### config.mk
export PLATFORM = sky130hd
export DESIGN_NAME = jk_bank_ctrl_flat
export DESIGN_NICKNAME = d
export VERILOG_FILES = /design/src/rtl/jk_bank_ctrl_if.sv /design/src/rtl/jk_bank_ctrl.sv /design/src/flat_wrapper.sv
export SDC_FILE = /design/constraint.sdc
export NUM_CORES = 1
export LEC_CHECK = 0
export BUFFER_PORTS_ARGS = -buffer_cell sky130_fd_sc_hd__clkbuf_2
export CAP_MARGIN = 20
export CORE_ASPECT_RATIO = 1.2
export CORE_MARGIN = 2
export CORE_UTILIZATION = 45
export DETAILED_ROUTE_END_ITERATION = 6
export HOLD_SLACK_MARGIN = 0.15
export SLEW_MARGIN = 20
export SYNTH_ARGS = -nofsm -noshare
export SYNTH_HDL_FRONTEND = slang
export SYNTH_SLANG_ARGS = --single-unit
### constraint.sdc
create_clock -name clk -period 4.3 [get_ports clk]
set_clock_uncertainty 0.1 [all_clocks]
set_input_delay 0.43 -clock clk [delete_from_list [all_inputs] [get_ports clk]]
set_output_delay 0.43 -clock clk [all_outputs]
set_load 0.03 [all_outputs]
### src/rtl/jk_bank_ctrl_if.sv
// Command handshake and status bundle between the control logic and jk_bank_ctrl.
interface jk_bank_ctrl_if #(
  parameter int unsigned WIDTH = 4
);
  logic             cmd_valid;
  logic             cmd_ready;
  logic [2:0]       cmd_op;
  logic [WIDTH-1:0] cmd_data;
  logic [3:0]       cmd_rep;
  logic             busy;
  logic             done;
  logic             err;

  modport master (
    output cmd_valid, cmd_op, cmd_data, cmd_rep,
    input  cmd_ready, busy, done, err
  );

  modport slave (
    input  cmd_valid, cmd_op, cmd_data, cmd_rep,
    output cmd_ready, busy, done, err
  );
endinterface

### src/rtl/jk_bank_ctrl.sv
// Command sequencer for a bank of JK flip-flops: drives J/K for N cycles, then
// checks the bank's Q against the value the command should have produced.
module jk_bank_ctrl #(
  parameter int unsigned WIDTH = 4
) (
  input  logic             clk,
  input  logic             reset,
  jk_bank_ctrl_if.slave    cmd,
  output logic [WIDTH-1:0] j_out,
  output logic [WIDTH-1:0] k_out,
  input  logic [WIDTH-1:0] q_in
);

  localparam int unsigned CNTW = 5;

  localparam logic [2:0] OP_CLEAR  = 3'd0;
  localparam logic [2:0] OP_LOAD   = 3'd1;
  localparam logic [2:0] OP_TOGGLE = 3'd2;
  localparam logic [2:0] OP_INC    = 3'd3;
  localparam logic [2:0] OP_DEC    = 3'd4;
  localparam logic [2:0] OP_SET    = 3'd5;
  localparam logic [2:0] OP_RESET  = 3'd6;
  localparam logic [2:0] OP_RSVD   = 3'd7;

  typedef enum logic [1:0] {IDLE, APPLY, DONE} state_t;

  state_t            state, state_nx;
  logic [CNTW-1:0]   cnt, cnt_nx;
  logic [2:0]        op_q;
  logic [WIDTH-1:0]  data_q, q0_q;
  logic [CNTW-1:0]   n_q, n_in;
  logic [WIDTH-1:0]  jq, kq, j_nx, k_nx;
  logic [WIDTH-1:0]  tog, exp_val;
  logic              ready_q, busy_q, done_q, err_q;
  logic              accept, err_now, arith_op;

  // {J, K} for the ops whose drive depends only on the latched mask/data
  function automatic logic [2*WIDTH-1:0] fixed_drive(logic [2:0] op, logic [WIDTH-1:0] d);
    logic [2*WIDTH-1:0] r;
    r = '0;
    case (op)
      OP_CLEAR:  r = {{WIDTH{1'b0}}, {WIDTH{1'b1}}};
      OP_LOAD:   r = {d, ~d};
      OP_TOGGLE: r = {d, d};
      OP_SET:    r = {d, {WIDTH{1'b0}}};
      OP_RESET:  r = {{WIDTH{1'b0}}, d};
      default:   r = '0;
    endcase
    return r;
  endfunction

  assign accept = (state == IDLE) && ready_q && cmd.cmd_valid;
  assign n_in   = (cmd.cmd_op == OP_TOGGLE || cmd.cmd_op == OP_INC || cmd.cmd_op == OP_DEC)
                ? CNTW'(cmd.cmd_rep) + CNTW'(1) : CNTW'(1);

  always_comb begin
    state_nx = state;
    cnt_nx   = cnt;
    j_nx     = '0;
    k_nx     = '0;
    case (state)
      IDLE: begin
        if (accept) begin
          if (cmd.cmd_op == OP_RSVD) begin
            state_nx = DONE;
          end else begin
            state_nx     = APPLY;
            cnt_nx       = CNTW'(1);
            {j_nx, k_nx} = fixed_drive(cmd.cmd_op, cmd.cmd_data);
          end
        end
      end
      APPLY: begin
        if (cnt == n_q) begin
          state_nx = DONE;
        end else begin
          cnt_nx       = cnt + CNTW'(1);
          {j_nx, k_nx} = fixed_drive(op_q, data_q);
        end
      end
      DONE:    state_nx = IDLE;
      default: state_nx = IDLE;
    endcase
  end

  // Ripple carry/borrow mask: bit i toggles when all lower bits are 1 (INC) or 0 (DEC)
  always_comb begin
    logic run;
    tog = '0;
    run = 1'b1;
    for (int i = 0; i < WIDTH; i++) begin
      tog[i] = run;
      run    = run & ((op_q == OP_INC) ? q_in[i] : ~q_in[i]);
    end
  end

  always_comb begin
    exp_val = q0_q;
    case (op_q)
      OP_CLEAR:  exp_val = '0;
      OP_LOAD:   exp_val = data_q;
      OP_TOGGLE: exp_val = n_q[0] ? (q0_q ^ data_q) : q0_q;
      OP_INC:    exp_val = q0_q + WIDTH'(n_q);
      OP_DEC:    exp_val = q0_q - WIDTH'(n_q);
      OP_SET:    exp_val = q0_q | data_q;
      OP_RESET:  exp_val = q0_q & ~data_q;
      default:   exp_val = q0_q;
    endcase
  end

  assign err_now  = (op_q == OP_RSVD) ? 1'b1 : (q_in != exp_val);
  assign arith_op = (state == APPLY) && (op_q == OP_INC || op_q == OP_DEC);

  // INC/DEC follow the live Q; everything else comes from registers
  assign j_out = arith_op ? tog : jq;
  assign k_out = arith_op ? tog : kq;

  assign cmd.cmd_ready = ready_q;
  assign cmd.busy      = busy_q;
  assign cmd.done      = done_q;
  assign cmd.err       = (state == DONE) ? err_now : err_q;

  always_ff @(posedge clk or negedge reset) begin
    if (!reset) begin
      state   <= IDLE;
      cnt     <= '0;
      op_q    <= OP_CLEAR;
      data_q  <= '0;
      n_q     <= '0;
      q0_q    <= '0;
      jq      <= '0;
      kq      <= '0;
      ready_q <= 1'b0;
      busy_q  <= 1'b0;
      done_q  <= 1'b0;
      err_q   <= 1'b0;
    end else begin
      state   <= state_nx;
      cnt     <= cnt_nx;
      jq      <= j_nx;
      kq      <= k_nx;
      ready_q <= (state_nx == IDLE);
      busy_q  <= (state_nx != IDLE);
      done_q  <= (state_nx == DONE);
      if (accept) begin
        op_q   <= cmd.cmd_op;
        data_q <= cmd.cmd_data;
        n_q    <= n_in;
        q0_q   <= q_in;
      end
      if (state == DONE) err_q <= err_now;
    end
  end

endmodule

### src/flat_wrapper.sv
// flat-port wrapper written by rule: the top's interface ports become plain ports
module jk_bank_ctrl_flat 
#(
  parameter int unsigned WIDTH = 4
)
  (clk, reset, j_out, k_out, q_in, cmd_cmd_valid, cmd_cmd_op, cmd_cmd_data, cmd_cmd_rep, cmd_cmd_ready, cmd_busy, cmd_done, cmd_err);
  jk_bank_ctrl_if #(.WIDTH(WIDTH)) cmd_i ();
  input  logic clk;
  input  logic reset;
  output logic [WIDTH-1:0] j_out;
  output logic [WIDTH-1:0] k_out;
  input  logic [WIDTH-1:0] q_in;
  input wire logic [$bits(cmd_i.cmd_valid)-1:0] cmd_cmd_valid;
  input wire logic [$bits(cmd_i.cmd_op)-1:0] cmd_cmd_op;
  input wire logic [$bits(cmd_i.cmd_data)-1:0] cmd_cmd_data;
  input wire logic [$bits(cmd_i.cmd_rep)-1:0] cmd_cmd_rep;
  output wire logic [$bits(cmd_i.cmd_ready)-1:0] cmd_cmd_ready;
  output wire logic [$bits(cmd_i.busy)-1:0] cmd_busy;
  output wire logic [$bits(cmd_i.done)-1:0] cmd_done;
  output wire logic [$bits(cmd_i.err)-1:0] cmd_err;
  assign cmd_i.cmd_valid = cmd_cmd_valid;
  assign cmd_i.cmd_op = cmd_cmd_op;
  assign cmd_i.cmd_data = cmd_cmd_data;
  assign cmd_i.cmd_rep = cmd_cmd_rep;
  assign cmd_cmd_ready = cmd_i.cmd_ready;
  assign cmd_busy = cmd_i.busy;
  assign cmd_done = cmd_i.done;
  assign cmd_err = cmd_i.err;
  jk_bank_ctrl #(.WIDTH(WIDTH)) u_core (.clk(clk), .reset(reset), .cmd(cmd_i), .j_out(j_out), .k_out(k_out), .q_in(q_in));
endmodule
==> results of run 1 <==
==> final cells by class <==
class | count | area share
clock buffers | 5 | 0.0264
clock inverters | 3 | 0.0168
inverters | 16 | 0.0230
multi-input cells | 203 | 0.511
flip-flops and latches | 35 | 0.336
well taps | 60 | 0.0288
repair buffers | 30 | 0.0585
==> metal layers <==
layer	share of wire	vias up	GRT usage
met1	0.43	901	0.237
met4	0.0070	0	0.0647
met5	0	-	0
met3	0.045	4	0.0388
li1	-	976	-
met2	0.52	45	0.379
==> power by group <==
part / leakage [nW] / switching [mW] / internal (mW)
clock: 0.0581 / 0.124 / 0.173
combinational: 0.728 / 0.719 / 0.476
sequential: 0.442 / 0.138 / 0.459
==> registers in the layout (all words and copies together) (netlist names) <==
signal / flops
u_core.err_q: 1
u_core.cmd.cmd_ready: 1
u_core.n_q: 5
u_core.op_q: 3
u_core.jq: 4
u_core.cmd.busy: 1
u_core.kq: 4
u_core.cnt: 5
u_core.q0_q: 4
u_core.cmd.done: 1
u_core.data_q: 4
u_core.state: 2
==> kinds of logic (layout without fill, tap and decap cells) <==
group	count (synthesis)	after routing
compound gates	66	66
simple gates	100	100
xor+xnor	18	18
mux	4	4
buf+inv	26	54
flops	35	35
fa+ha+maj	15	15
==> worst max path at each step <==
stage / start / end / slack, ps / depth (start not counted)
after floorplan: u_core.op_q[0] / cmd_err / 830 / 9
after global placement: u_core.op_q[2] / cmd_err / 690 / 10
after detailed placement: u_core.op_q[2] / cmd_err / 620 / 10
after CTS: u_core.op_q[2] / cmd_err / 320 / 10
after global routing: u_core.op_q[2] / cmd_err / 30 / 10
final: u_core.op_q[2] / cmd_err / 340 / 9
==> cell usage after synthesis (3+ instances only) <==
cell type	n
a21oi_1	8
a22o_1	4
and2_1	4
clkbuf_1	5
dfrtp_1	35
ha_1	14
inv_1	16
nand2_1	35
nand2b_1	6
nand3_1	4
nand4_1	3
nor2_1	26
nor2b_1	5
o211ai_1	5
o21ai_0	28
xnor2_1	8
xor2_1	10
==> worst max-delay path: stages (launching register included) <==
cell and delay (ps):
dfrtp_1 590, nor3b_2 440, mux2_2 420, fa_1 460, a2111oi_0 450, a311o_1 200, xnor2_1 120, o2111a_1 190
a31oi_1 90, clkbuf_2 200
==> metrics.csv, run 1 <==
stage,metric,value,unit
clocking,cts_tree,built,
run,drv_cap,0,
place,dp.cells,344,
critical_path,r2r_cells,8,
critical_path,r2r_start,u_core.op_q[2],
clocking,cts_root_buf,clkbuf_8,
global_route,grt_overflow,0,
yosys,yosysSeqAreaShare,0.377,
power_and_ir_drop,irDropWorstVdd,0.318,mV
sta,post-route-worst-setup-slack,337,ps
sta,tightest_slew,930,ps
yosys,ys_seq_elements,35,
finish,nets,324,
sta,hold_slack,149,ps
yosys,synth_top_cell_by_area,dfrtp_1,
finish,fin_cells,352,
routing,wl_per_cell,15.5,um
sta,period_minus_slack,3960,ps
clocking,cts.sinks,35,
finish,final_area,2610,um^2
sta,finalHoldViolations,0,
clocking,cts_hold_buffers,0,
floorplan,die-area,5760,um^2
global_route,antenna_found_initial,0,
power_and_ir_drop,total_leakage_power,1.23,nW
yosys,synth_compound_area_frac,0.189,
yosys,synth_area,2320,um^2
clocking,cts_buffers,5,
global_route,grt_max_degree,36,
sta,finalCritPeriodShare,0.922,
finish,most-common-layout-cells,"35 x nand2_1, 35 x dfrtp_1, 29 x clkbuf_2",
routing,drtPass1Iterations,4,
critical_path,required,3770,ps
finish,nFillCells,472,
place,gp_congestion,0.869,
yosys,synth_fp_nets,297,
sta,rsz0062_at_grt,no,
sta,report.final.slew_viol_count,0,
finish,num_antenna_cells,0,
place,place_hpwl,4170,um
yosys,synth-xor-area-share,0.0679,
routing,first_iter_violations,98,
critical_path,r2r_slack,1120,ps
finish,drive_gt1_frac,0.161,
yosys,synth_top_area_share,0.377,
floorplan,rows,28,
yosys,yosys-top-cells-area,"dfrtp_1 38%, ha_1 7.5%, o21ai_0 6.0%",
critical_path,worstPathArrival,3430,ps
critical_path,critPathCaptureType,primary output,
clocking,cts_setup_buffers,0,
finish,multiInputGateArea,1330,um^2
clocking,cts_htree_levels,2,
global_route,grtUsageTotal,0.203,
floorplan,io-pin-count,30,
yosys,ys_warn_count,0,
routing,viasPerCell,5.47,
finish,area_growth,12.3,%
critical_path,crit_type,reg2out,
floorplan,chipHeight,82.7,um
clocking,path_clk_slew,80,ps
sta,timing.slew.headroom,0.374,
routing,vias,1926,
critical_path,regToRegEndpoint,u_core.err_q,
floorplan,coreArea,4940,um^2
place,place_area,2500,um^2
routing,drcViolationCount,0,
yosys,synth_cells,264,
power_and_ir_drop,p_per_area,800,nW/um^2
routing,totalWireLength,5460,um
clocking,cts_buffer_depth,2,
yosys,synth_top_family_by_area,simple AND/OR/NAND/NOR gates,
critical_path,start_kind,register,
floorplan,die_w,69.6,um
global_route,grt_pass1_vias,1896,
yosys,ys.flop_type,dfrtp_1,
place,dpl_worst_slack,625,ps
routing,route.antenna.remaining_nets,0,
yosys,synth_edf_count,0,
hold_path,hp-class,in2async,
sta,setup_viol,0,
yosys,postSynthAreaPerCell,8.80,um^2
critical_path,path_max_fanout,13,
clocking,clk_latency,280,ps
clocking,post_cts_resized,0,
place,numPortBuffers,29,
finish,seqCellArea,876,um^2
sta,fin_setup_tns,0,ps
finish,post-route-util,0.528,
yosys,synthMuxAreaShare,0.0199,
power_and_ir_drop,totalPowerFinal,2.09,mW
outcome,status,finished clean,
floorplan,start_util,0.470,
yosys,yosys.area_share.simple,0.213,
sta,fmax,0.252,GHz
yosys,synth_fa_ha_area_frac,0.0840,
global_route,grt_pass1_wl,9000,um
yosys,synth_cell_types,56,
yosys,async_reset_ff_frac,1.00,
Note: power is estimated with default switching activity, not from simulation.
==> inputs of run 2 (changes only) <==
- BUFFER_PORTS_ARGS: -buffer_cell sky130_fd_sc_hd__clkbuf_2 -> -buffer_cell sky130_fd_sc_hd__buf_2
==> run 2 against run 1 <==
  * Sequential cell count is the same
  * Global-route usage grew 0.41 points
  * Sequential share of layout area grew 0.23 points
  * Fmax grew 0.67%
  * Register-to-register slack gained 50 ps
  * Routed wire length is essentially flat
  * Hold slack gained 100 ps
  * Clock-buffer cell count grew 1
  * Cell area shrank 0.67%
  * Combinational power is essentially flat
  * Clock power shrank 19%
  * Largest cell class unchanged
  * Total power shrank 2.6%
==> metrics.csv, run 2 (synthesized netlist as in run 1, its figures left out) <==
stage,metric,value,unit
outcome,status,finished clean,
routing,drtPass1Iterations,4,
routing,route.antenna.remaining_nets,0,
routing,wl_per_cell,15.5,um
critical_path,start_kind,register,
sta,finalCritPeriodShare,0.915,
place,place_hpwl,4150,um
power_and_ir_drop,p_per_area,785,nW/um^2
floorplan,start_util,0.470,
floorplan,die-area,5760,um^2
sta,report.final.slew_viol_count,0,
power_and_ir_drop,switching_share,0.482,
clocking,cts_root_buf,clkbuf_8,
power_and_ir_drop,power_frac_clock,0.118,
place,place_area,2500,um^2
critical_path,critPathCaptureType,primary output,
power_and_ir_drop,switching_power,981,uW
finish,post-route-util,0.525,
routing,viasPerCell,5.52,
clocking,cts_setup_buffers,0,
power_and_ir_drop,comb_power_share,0.589,
clocking,cts_tree,built,
critical_path,required,3770,ps
clocking,clk_latency,290,ps
finish,seqCellArea,876,um^2
critical_path,crit_type,reg2out,
power_and_ir_drop,p_int,1.05,mW
critical_path,path_max_fanout,13,
sta,finalHoldViolations,0,
hold_path,min_path_cells,2,
floorplan,rows,28,
clocking,path_clk_slew,80,ps
global_route,grt_pass1_wl,9050,um
hold_path,hold_path_end,u_core.n_q[0],
critical_path,r2r_start,u_core.op_q[2],
global_route,antenna_found_initial,0,
routing,totalWireLength,5460,um
clocking,post_cts_resized,0,
floorplan,chipHeight,82.7,um
routing,first_iter_violations,113,
sta,setup_viol,0,
sta,fmax,0.254,GHz
run,drv_cap,0,
place,dp.cells,344,
critical_path,worstPathArrival,3410,ps
finish,num_antenna_cells,0,
sta,fin_setup_tns,0,ps
finish,drive_gt1_frac,0.157,
finish,final_area,2590,um^2
routing,vias,1948,
sta,rsz0062_at_grt,no,
finish,multiInputGateArea,1330,um^2
clocking,cts_htree_levels,2,
finish,nFillCells,469,
sta,tightest_slew,834,ps
place,gp_congestion,0.878,
sta,timing.slew.headroom,0.438,
global_route,grtUsageTotal,0.207,
finish,top_regs,"u_core.cnt x5, u_core.n_q x5",
global_route,grt_pass1_vias,1847,
critical_path,r2r_slack,1170,ps
power_and_ir_drop,p_seq_frac,0.293,
critical_path,regToRegEndpoint,u_core.err_q,
place,numPortBuffers,29,
floorplan,coreArea,4940,um^2
sta,period_minus_slack,3940,ps
floorplan,io-pin-count,30,
clocking,cts.sinks,35,
clocking,cts_buffer_depth,2,
global_route,grt_overflow,0,
floorplan,die_w,69.6,um
clocking,cts_buffers,5,
finish,most-common-layout-cells,"35 x nand2_1, 35 x dfrtp_1, 29 x buf_2",
global_route,grt_max_degree,36,
finish,nets,325,
critical_path,r2r_cells,8,
power_and_ir_drop,total_leakage_power,1.21,nW
power_and_ir_drop,irDropWorstVdd,0.295,mV
hold_path,hold_start,cmd_cmd_rep[0],
finish,fin_cells,353,
hold_path,hp-class,in2reg,
finish,area_growth,11.6,%
routing,drcViolationCount,0,
## run 2: cell types whose count changed in the layout (fill, tap and decap cells not counted), sizes merged
cell / before / now
dlygate4sd3: 0 / 1
buf: 1 / 30
clkinv: 2 / 1
clkinvlp: 0 / 1
clkbuf: 34 / 6
bufinv: 1 / 0
## run 2: what timing repair did
item / CTS / global route
hold buffers: 1 / 0
hold endpoints to repair: 4 / 0
setup endpoints to repair: 0 / 0
## run 2: metal layers
metal | GRT usage | up-vias | share of wire
li1 | - | 981 | -
met4 | 0.0686 | 0 | 0.011
met5 | 0 | - | 0
met2 | 0.382 | 29 | 0.52
met3 | 0.0437 | 5 | 0.031
met1 | 0.242 | 933 | 0.44
## run 2: power groups by stage
stage / registers, mW / clock network (mW) / logic, mW
finish: 0.595 / 0.241 / 1.20
detailed placement: 0.600 / 0 / 1.20
CTS: 0.594 / 0.248 / 1.21
global route: 0.616 / 0.259 / 1.36
global placement: 0.598 / 0 / 1.19
floorplan: 0.573 / 0 / 0.935
## run 2: how the worst max path moves through the flow
stage	cells past startpoint	to	from
2_1_floorplan	9	cmd_err	u_core.op_q[0]
3_3_place_gp	10	cmd_err	u_core.op_q[2]
6_report	10	cmd_err	u_core.op_q[2]
5_1_grt	9	cmd_err	u_core.op_q[2]
4_1_cts	10	cmd_err	u_core.op_q[2]
3_5_place_dp	10	cmd_err	u_core.op_q[2]
## run 2: cell type report
type / count / area share
timing repair buffer: 31 / 0.0627
sequential: 35 / 0.338
tap: 60 / 0.0290
inverter: 16 / 0.0232
multi-input combinational: 203 / 0.514
clock inverter: 2 / 0.00483
clock buffer: 6 / 0.0280
## run 2: metrics by stage
stage | setup WS, ps | hold WS, ps | power (mW)
3_5_place_dp | 668 | 413 | 1.80
6_report | 364 | 253 | 2.03
4_1_cts | 337 | 245 | 2.05
5_1_grt | 6.29 | 251 | 2.23
2_1_floorplan | 830 | 34.4 | 1.51
3_3_place_gp | 705 | 395 | 1.78
## run 2: worst max-delay path, stage by stage, from the launching register on
cell,delay (ps)
dfrtp_1,570
nor3b_2,440
mux2_2,420
fa_1,530
nor2b_1,120
o21ai_0,70
a311o_1,340
xnor2_1,130
o2111a_1,120
a31oi_1,150
buf_2,220
==> inputs of run 3 (changes only) <==
- CORE_UTILIZATION: 45 -> 35
- SLEW_MARGIN: 20 -> not set
- clock period: 4.3 -> 3.2 ns (I/O delays scaled with it)
==> run 3 against run 2 <==
  * The flow now finishes with violations (negative setup slack)
  * Non-clock buffer count up 9
  * Clock power increased by 41%
  * Routed wire length rose by 1.7%
  * Largest cell class unchanged
  * Total power is 41% higher
  * Sequential share of layout area decreased by 1.7 points
  * Hold slack lost 60 ps
  * Sequential power up 28%
  * Clock-buffer cell count increased by 1
==> metrics.csv, run 3 (synthesized netlist as in run 1, its figures left out) <==
stage,metric,value,unit
critical_path,start_kind,register,
critical_path,cp-startpoint,u_core.n_q[0],
power_and_ir_drop,total_leakage_power,1.28,nW
floorplan,rows,32,
critical_path,required,2780,ps
critical_path,worstPathArrival,2950,ps
hold_path,hp-class,in2reg,
power_and_ir_drop,totalPowerFinal,2.87,mW
hold_path,hold_start,cmd_cmd_data[1],
hold_path,hold_path_end,u_core.data_q[1],
outcome,violations,negative setup slack,
global_route,grt_util_met2,0.289,
clocking,cts_root_buf,clkbuf_8,
sta,report.final.slew_viol_count,0,
global_route,antenna_found_initial,0,
place,numPortBuffers,29,
place,gp_congestion,0.844,
sta,post-route-worst-setup-slack,-167,ps
global_route,grt_max_degree,36,
place,place_hpwl,4190,um
global_route,grtUsageTotal,0.163,
global_route,grt_most_used_layer,met2,
finish,top_regs,"u_core.cnt x5, u_core.n_q x5",
routing,totalWireLength,5560,um
power_and_ir_drop,irDropWorstVdd,0.404,mV
routing,drtPass1Iterations,4,
global_route,grt_pass1_wl,9250,um
finish,nets,334,
finish,drive_gt1_frac,0.192,
floorplan,start_util,0.360,
sta,fmax,0.297,GHz
sta,tightest_slew,776,ps
floorplan,io-pin-count,30,
power_and_ir_drop,p_per_area,1050,nW/um^2
routing,vias,1942,
critical_path,regToRegEndpoint,u_core.err_q,
global_route,grt_util_met1,0.208,
clocking,path_clk_slew,70,ps
finish,most-common-layout-cells,"35 x nand2_1, 35 x dfrtp_1, 28 x buf_2",
critical_path,r2r_cells,10,
routing,first_iter_violations,102,
routing,route.antenna.remaining_nets,0,
run,drv_cap,0,
global_route,grt_overflow,0,
sta,finalHoldViolations,0,
sta,fin_setup_tns,-167,ps
place,dpl_worst_slack,82.3,ps
floorplan,die-area,7310,um^2
finish,final_area,2730,um^2
finish,area_growth,17.7,%
hold_path,min_path_cells,3,
routing,viasPerCell,5.02,
sta,timing.slew.headroom,0.483,
finish,num_antenna_cells,0,
global_route,use_met3,0.0290,
sta,finalCritPeriodShare,1.05,
critical_path,r2r_start,u_core.n_q[0],
sta,period_minus_slack,3370,ps
outcome,status,finished with violations,
clocking,clk_latency,280,ps
clocking,cts_buffer_depth,2,
clocking,cts_htree_levels,2,
critical_path,crit_type,reg2out,
sta,hold_slack,193,ps
critical_path,r2r_slack,470,ps
sta,rsz0062_at_grt,yes,
floorplan,coreArea,6450,um^2
finish,nFillCells,654,
routing,drcViolationCount,0,
clocking,cts.sinks,35,
routing,wl_per_cell,14.4,um
critical_path,critPathCaptureType,primary output,
place,place_area,2590,um^2
clocking,cts_tree,built,
global_route,grt_pass1_vias,1878,
clocking,cts_buffers,5,
critical_path,path_max_fanout,2,
floorplan,chipHeight,93.3,um
floorplan,die_w,78.4,um
sta,setup_viol,1,
[run 3: cell count changes in the layout (fill, tap and decap cells not counted), sizes merged]
cell,change
buf,+8
clkbuf,+1
clkinvlp,-1
dlygate4sd3,+1
[run 3: area by class of cell]
class / instances / area, um^2 / area share
clock inverter: 1 / 8.76 / 0.00320
multi-input combinational: 203 / 1360 / 0.497
sequential: 35 / 876 / 0.320
clock buffer: 7 / 86.3 / 0.0316
inverter: 16 / 60.1 / 0.0220
timing repair buffer: 40 / 239 / 0.0874
tap: 85 / 106 / 0.0389
[run 3: worst max path at each step]
stage / to / slack [ps] / depth (start not counted)
6_report: cmd_err / -170 / 11
5_1_grt: cmd_err / -320 / 11
4_1_cts: cmd_err / -160 / 10
3_5_place_dp: cmd_err / 80 / 10
3_3_place_gp: cmd_err / 140 / 10
2_1_floorplan: cmd_err / 10 / 9
[run 3: repair_timing]
item,CTS,global route
pin swaps,1,2
setup buffers,0,1
hold buffers,2,0
endpoints found under the hold margin,36,0
endpoints found under the setup margin,1,1
gates resized for setup,4,4
[run 3: stage by stage]
stage          cells  utilization
2_1_floorplan    264            -
3_3_place_gp     376        0.401
3_5_place_dp     376        0.401
4_1_cts          386        0.421
5_1_grt          387        0.424
6_report         387        0.424
[run 3: routing by layer]
| layer | vias to the layer above | part of all wire | wire length (um) |
|---|---|---|---|
| li1 | 995 | - | - |
| met1 | 912 | 0.44 | 2460 |
| met2 | 29 | 0.52 | 2900 |
| met3 | 6 | 0.026 | 144 |
| met4 | 0 | 0.010 | 56 |
| met5 | - | 0 | 0 |
[run 3: power breakdown]
part / switching [mW] / internal, mW / total (mW)
Clock: 0.162 / 0.176 / 0.339
Combinational: 1.04 / 0.723 / 1.77
Sequential: 0.144 / 0.618 / 0.762
Total: 1.35 / 1.52 / 2.87
[run 3: critical path, stage by stage, from the launching register on]
cell and delay (ps):
dfrtp_1 350, inv_1 60, ha_1 280, mux2_4 280, fa_1 520, nor2b_2 140, o21ai_1 70, a311o_1 340
xnor2_1 150, o2111a_1 200, a31oi_2 90, buf_6 160
